$ cat src/rtl/seg_scan_ctrl.sv
// Four-digit seven-segment scan scheduler.
// New values commit at frame boundaries so a frame never mixes two values.
module seg_scan_ctrl #(
  parameter int SCAN_DIV = 100000
) (
  input  logic        clk,
  input  logic        rstn,
  input  logic        en,
  input  logic        blank_lz,
  input  logic        upd_valid,
  input  logic [15:0] upd_data,
  output logic        upd_ready,
  output logic [3:0]  an,
  output logic [6:0]  seg,
  output logic        frame_done
);

  localparam int DW = $clog2(SCAN_DIV);
  localparam logic [DW-1:0] DMAX = DW'(SCAN_DIV - 1);

  typedef enum logic {IDLE, SCAN} state_t;

  state_t        state;
  logic [DW-1:0] div, div_nx;
  logic [1:0]    digit, digit_nx;
  logic [15:0]   disp, disp_nx, pend;
  logic          pend_full;
  logic          last, wrap, xfer, capture, lz;
  logic [3:0]    nib, an_nx;
  logic [6:0]    seg_nx;

  function automatic logic [6:0] hex7(input logic [3:0] n);
    logic [6:0] s;
    case (n)
      4'h0: s = 7'b1000000;
      4'h1: s = 7'b1111001;
      4'h2: s = 7'b0100100;
      4'h3: s = 7'b0110000;
      4'h4: s = 7'b0011001;
      4'h5: s = 7'b0010010;
      4'h6: s = 7'b0000010;
      4'h7: s = 7'b1111000;
      4'h8: s = 7'b0000000;
      4'h9: s = 7'b0010000;
      4'ha: s = 7'b0001000;
      4'hb: s = 7'b0000011;
      4'hc: s = 7'b1000110;
      4'hd: s = 7'b0100001;
      4'he: s = 7'b0000110;
      default: s = 7'b0001110;
    endcase
    return s;
  endfunction

  assign capture = upd_valid && upd_ready;

  // Outputs are computed from next-cycle position and value.
  always_comb begin
    last     = (div == DMAX);
    wrap     = (state == SCAN) && en && last
               && (digit == 2'd3);
    xfer     = pend_full && ((state == IDLE) || wrap);
    disp_nx  = xfer ? pend : disp;
    digit_nx = '0;
    div_nx   = '0;
    if (en && state == SCAN) begin
      if (last) begin
        digit_nx = digit + 2'd1;
      end else begin
        digit_nx = digit;
        div_nx   = div + 1'b1;
      end
    end
    nib = disp_nx[{digit_nx, 2'b00} +: 4];
    lz  = 1'b0;
    case (digit_nx)
      2'd1:    lz = (disp_nx[15:4] == 12'h000);
      2'd2:    lz = (disp_nx[15:8] == 8'h00);
      2'd3:    lz = (disp_nx[15:12] == 4'h0);
      default: lz = 1'b0;
    endcase
    an_nx  = en ? ~(4'b0001 << digit_nx) : 4'b1111;
    seg_nx = (!en || (blank_lz && lz)) ? 7'h7f
             : hex7(nib);
  end

  always_ff @(posedge clk or negedge rstn) begin
    if (!rstn) begin
      state      <= IDLE;
      div        <= '0;
      digit      <= '0;
      disp       <= '0;
      pend       <= '0;
      pend_full  <= 1'b0;
      upd_ready  <= 1'b1;
      an         <= 4'b1111;
      seg        <= 7'h7f;
      frame_done <= 1'b0;
    end else begin
      state      <= en ? SCAN : IDLE;
      div        <= div_nx;
      digit      <= digit_nx;
      disp       <= disp_nx;
      an         <= an_nx;
      seg        <= seg_nx;
      frame_done <= wrap;
      if (capture) begin
        pend      <= upd_data;
        pend_full <= 1'b1;
      end else if (xfer) begin
        pend_full <= 1'b0;
      end
      // ready comes back one cycle after the transfer empties pend
      upd_ready <= capture ? 1'b0 : !pend_full;
    end
  end

endmodule

$ cat config.mk
export PLATFORM = sky130hd
export DESIGN_NAME = seg_scan_ctrl
export DESIGN_NICKNAME = d
export VERILOG_FILES = /design/src/rtl/seg_scan_ctrl.sv
export SDC_FILE = /design/constraint.sdc
export NUM_CORES = 1
export LEC_CHECK = 0
export ABC_AREA = 1
export CAP_MARGIN = 5
export CORE_MARGIN = 1
export CORE_UTILIZATION = 54
export CTS_CLUSTER_DIAMETER = 40
export DETAILED_ROUTE_END_ITERATION = 10
export GPL_TIMING_DRIVEN = 0
export HOLD_SLACK_MARGIN = 0.03
export PLACE_DENSITY_LB_ADDON = 0.08
export SETUP_SLACK_MARGIN = 0.15
export SLEW_MARGIN = 15
export SYNTH_ARGS = -nofsm -noshare
export SYNTH_HDL_FRONTEND = slang
export SYNTH_SLANG_ARGS = --single-unit
$ cat constraint.sdc
create_clock -name clk -period 5.84 [get_ports clk]
set_input_delay 1.168 -clock clk [delete_from_list [all_inputs] [get_ports clk]]
set_output_delay 1.168 -clock clk [all_outputs]
set_load 0.05 [all_outputs]
Word-level counts from Yosys, hierarchy flattened:

Memories as Yosys holds them, arrays and structs flattened.
Cells that the tools add are included.

* bits in registers: 66
* memory bits (read-only): 112
* input bits: 21
* logic and storage cells: 48
* memories kept: 1

Memories
* (no name shown): words 16, bits a word 7, read ports 1, clocked after Yosys merged registers in 0, write ports 0, RTL line 34 `case (n)`

* add/subtract/negate cells: 2
* equality and inequality tests: 5
* shifts and indexed selects: 2
* muxes and demuxes: 12
* bitwise operators: 2
* reduce and logical (&&, ||, !) cells: 14

Operator list (count)
* 17-bit two-way mux: 2
* 17-bit by 1-bit adder with 17-bit output, second input constant: 1
* 17-bit == test, second input constant: 1
* 16-bit two-way mux: 1
* 16-bit by 5-bit variable part select with 4-bit output: 1
* 12-bit zero test: 1
* 8-bit zero test: 1
* 7-bit two-way mux: 1
* 2-bit == test, second input constant: 3
* 1-bit logical AND: 6
* 4-bit zero test: 1
* 1-bit two-way mux: 4
* 2-bit two-way mux: 2
* 4-bit two-way mux: 1
* 4-bit NOT: 1
* 1-bit by 2-bit << shifter with 4-bit output, first input constant: 1
* 1-bit case mux with 3 select lines: 1
* 2-bit by 1-bit adder with 2-bit output, second input constant: 1
* 2-bit by 1-bit == test with 1-bit output, second input constant: 1
* 1-bit zero test: 2
* 1-bit logical OR: 2
* 2-bit nonzero test: 1
* 1-bit NOT: 1

Logic depth before layout (Yosys ltp):

* word-level depth: 11
* mapped depth: 20
* gate-level depth less buffers: 19

Least setup slack after synthesis:

Ideal clock, no wire load.

* path kind: input-to-reg
* start point: input en
* end point: register seg[0]
* library setup time: 91 ps
* data arrival time: 2810 ps
* slack: 2939 ps
* cell stages on the path: 17
* buffers on the path: 1
* path through: nand2_1 nor2_1 nand4_2 nand2_4 nand2_4 buf_6 nand2_1 nand2_2 nand2_1 nand2_1 nor2_4 inv_1 ha_1 inv_1 nand2_1 nand3_1 nand3_1

* word-level cells in the longest chain between the ends: 11

RTL lines
* from (decl): RTL line 8 `input logic en,`
* 1-bit logical AND (*) (2 in series): RTL line 60 `wrap = (state == SCAN) && en && last`
* 1-bit logical AND (*): RTL line 61 `&& (digit == 2'd3);`
* 1-bit logical OR (*): RTL line 62 `xfer = pend_full && ((state == IDLE) || wrap);`
* 1-bit logical AND (*): RTL line 62
* 16-bit two-way mux (*): RTL line 63 `disp_nx = xfer ? pend : disp;`
* named net disp_nx[9]: RTL line 26 `logic [15:0] disp, disp_nx, pend;`
* parallel branches: the longest is 4 deep, another holds memory read 16 x 7 bit
* 7-bit two-way mux (*): RTL line 83 `seg_nx = (!en || (blank_lz && lz)) ? 7'h7f`
* named net seg_nx[0]: RTL line 30 `logic [6:0] seg_nx;`
* to (signal assigned): RTL line 105 `seg <= seg_nx;`
* to (decl): RTL line 14 `output logic [6:0] seg,`

Mark *: on every way through the listed nets, which the timed path passes.
A chain may end at the register's enable or synchronous reset.

Worst setup path in the final report:

* start point: input en
* end point: register seg[3]

* word-level cells in the longest chain between the ends: 11

RTL lines (RTL line)
* 1-bit logical AND (*) (2 in series): 60
* 1-bit logical AND (*): 61
* 1-bit logical OR (*): 62
* 1-bit logical AND (*): 62
* 16-bit two-way mux (*): 63
* named net disp_nx[5]: 26
* parallel branches: the longest is 4 deep, another holds memory read 16 x 7 bit
* 7-bit two-way mux (*): 83
* named net seg_nx[3]: 30

Marks and branches as above.

==> reports/qor.yml <==
grt_use_met3_pct: 4.27
syn-num-nets: 414
grt_usage_pct: 22.0
use_met1_pct: 29.2
ys_ff_latch: 66
cp_cell_sequence: "clkdlybuf4s50_1 -> nand2_1 -> nor2_1 -> nand4_2 -> nand2_4 -> buf_6 -> nand3_1 -> nand2_1 -> inv_2 -> nand2_1 -> nand2_1 -> nor2_4 -> inv_1 -> ha_1 -> nand2_4 -> nand2_1 -> nand2_1 -> nand3_1"
final_antenna_net_count: 0
slew_headroom_pct: 67.0
cts_sinks: 66
syn_area_per_cell_um2: 8.76
initial_utilization_pct: 56.6
crit_path_frequent_cell: "nand2_1"
synth-seq-area-share_pct: 49.4
syn_inst: 385
ctsHoldBuffers: 0
drc: 0
grt.busiest_layer: "met2"
critPathSlowestCell: "clkdlybuf4s50_1"
cap_violations: 0
tightest_slew_ns: 0.493
top_level_ports: 34
wire_per_inst_um: 11.8
grt_max_degree: 40
dp_hpwl_mm: 4.52
synth_cell_types: 35
critPathBufInv: 4
status: "finished clean"
drtIter0Drc: 109
vias: 2506
critPathCaptureType: "flip-flop"
fin_crit_sh_pct: 60.0
cts_buffers: 9
slowest_delay_ns: 0.53
die-area_um2: 6560
final_cell_mix: "nand2_1, dfrtp_1, inv_1"
crit_path_start_kind: "input pin"
clockBufferDepth: 2
crit_required_ns: 6.08
drt_wl_total_mm: 6.04
hp-class: "reg -> reg"
crit_type: "in -> reg"
core_area_um2: 5960
chipHeight_um: 81.0
vdd_drop_max_mv: 0.261
critPathTopFamily: "simple AND/OR/NAND/NOR gates"
root_buffer: "clkbuf_8"
grt_pass1_vias: 2434
antenna_found_initial: 0
fin_skew_ns: 0.00666
globalplace.congestion: 0.855
drive_gt1_share_pct: 20.0
fin_nets: 459
cp.arrival_ns: 3.75
synth_area_um2: 3370
num_antenna_cells: 0
layout_min_cycle_time_ns: 3.50
slew_violations: 0
place_area_um2: 3810
cts_tree: "done"
fin_cells: 510
place_inst: 494
p_per_area_nw_per_um2: 409
setup_viol: 0
fin_tns_setup_ns: 0
power.leakage_nw: 1.91
viasPerCell: 4.91
grt_pass1_wl_mm: 10.9
rows: 28
path_clk_slew_ns: 0.07
htreeDepth: 3
yosys_warnings: 0
die-width_um: 81.0
first_pass_iters: 4
clk_latency_ns: 0.34
post-route-cell-area_um2: 4010
synthArstFlopShare_pct: 100
final_common_cell: "nand2_1"
rsz0062_at_grt: "false"
timing_hold_violations_final: 0
worst_hold_slack_ns: 0.459
synthToLayoutAreaGrowth_pct: 19.0
worst-path-max-fanout: 10
synthFlopType: "dfrtp_1"
met2_usage_pct: 34.9
grt_overflow_total: 0
portBuffers: 33
cts_resized: 0
cts_setup_buffers: 0
fmax_mhz: 285
synth_enable_flop_cells: 0
-- report_power, final --
group	leakage [nW]	switching (W)	total [W]	internal, W
clock	0.101	0.000163	0.000383	0.000221
sequential	0.805	0.0000457	0.000644	0.000599
combinational	1.00	0.000388	0.000612	0.000224
total	1.91	0.000596	0.00164	0.00104
-- worst paths after layout --
check / from / to / slack (ns) / depth (start not counted)
min in group asynchronous: rstn / div[9] / 0.74 / 1
worst max register to register: div[0] / seg[3] / 3.17 / 18
worst min-delay path: div[0] / div[0] / 0.46 / 1
worst min register to register: div[0] / div[0] / 0.46 / 1
max in group asynchronous: rstn / upd_ready / 4.51 / 2
worst max-delay path: en / seg[3] / 2.34 / 18
-- layout make-up --
cell class | count | area [µm²]
fillers | 518 | 1940
clock inverters | 2 | 35.0
flip-flops and latches | 66 | 1670
inverters | 55 | 209
clock buffers | 14 | 163
plain buffers | 7 | 51.3
multi-input cells | 257 | 1450
well taps | 75 | 93.8
repair buffers | 34 | 348
-- cells in the mapped netlist, types with 2 or more instances --
| master | n | area [µm²] |
|---|---|---|
| nand2_2 | 18 | 113 |
| nand4_1 | 4 | 25.0 |
| inv_1 | 48 | 180 |
| nor2_8 | 2 | 40.0 |
| a21oi_1 | 14 | 70.1 |
| ha_1 | 8 | 100 |
| o21ai_0 | 6 | 30.0 |
| mux2_2 | 12 | 135 |
| nand2_1 | 88 | 330 |
| nand3_1 | 42 | 210 |
| dfstp_2 | 12 | 315 |
| dfrtp_1 | 54 | 1350 |
| clkbuf_1 | 2 | 7.51 |
| nor3_1 | 3 | 15.0 |
| nor2_2 | 5 | 31.3 |
| nand2_4 | 6 | 67.6 |
| inv_2 | 5 | 18.8 |
| nor2_1 | 32 | 120 |
| buf_6 | 3 | 33.8 |
| xor2_1 | 4 | 35.0 |
| nand3_2 | 2 | 20.0 |
| nand3b_1 | 2 | 15.0 |
-- state kept, by name, summed over array words and instances (netlist names) --
register and cells:
div 17, disp 16, pend 16, seg 7
an 4, digit 2, frame_done 1, pend_full 1
state 1, upd_ready 1
-- stage by stage --
step                      power (W)  worst slack (ns)  util [%]
final                       0.00164              2.34      67.4
after floorplan             0.00111              2.94         -
after CTS                   0.00166              2.31      67.4
after global placement      0.00125              1.45      63.7
after detailed placement    0.00127              2.00      64.0
after global routing        0.00176              2.08      67.4
-- worst reg2reg max path, cell delays in order (launching register included) --
cell and delay [ns]:
dfrtp_1 0.37, ha_1 0.18, nand3_1 0.14, nor2_1 0.21
nand4_2 0.18, nand2_4 0.17, buf_6 0.16, nand3_1 0.08
nand2_1 0.11, inv_2 0.05, nand2_1 0.05, nand2_1 0.09
nor2_4 0.17, inv_1 0.10, ha_1 0.25, nand2_4 0.09
nand2_1 0.05, nand2_1 0.05, nand3_1 0.08
-- cells by family after synthesis --
kind of cell | after synthesis | synth area share [%]
flops | 66 | 49.4
fa+ha+maj | 8 | 2.97
xor+xnor | 5 | 1.30
simple gates | 209 | 31.0
buf+inv | 62 | 7.72
mux | 12 | 4.01
compound gates | 23 | 3.56
-- metal layers --
layer | part of all wire (%) | vias up
met5 | 0 | -
met4 | 1.9 | 0
met3 | 3.5 | 12
met2 | 48 | 35
met1 | 46 | 1154
li1 | - | 1305
Power figures use the tool's default switching activity.
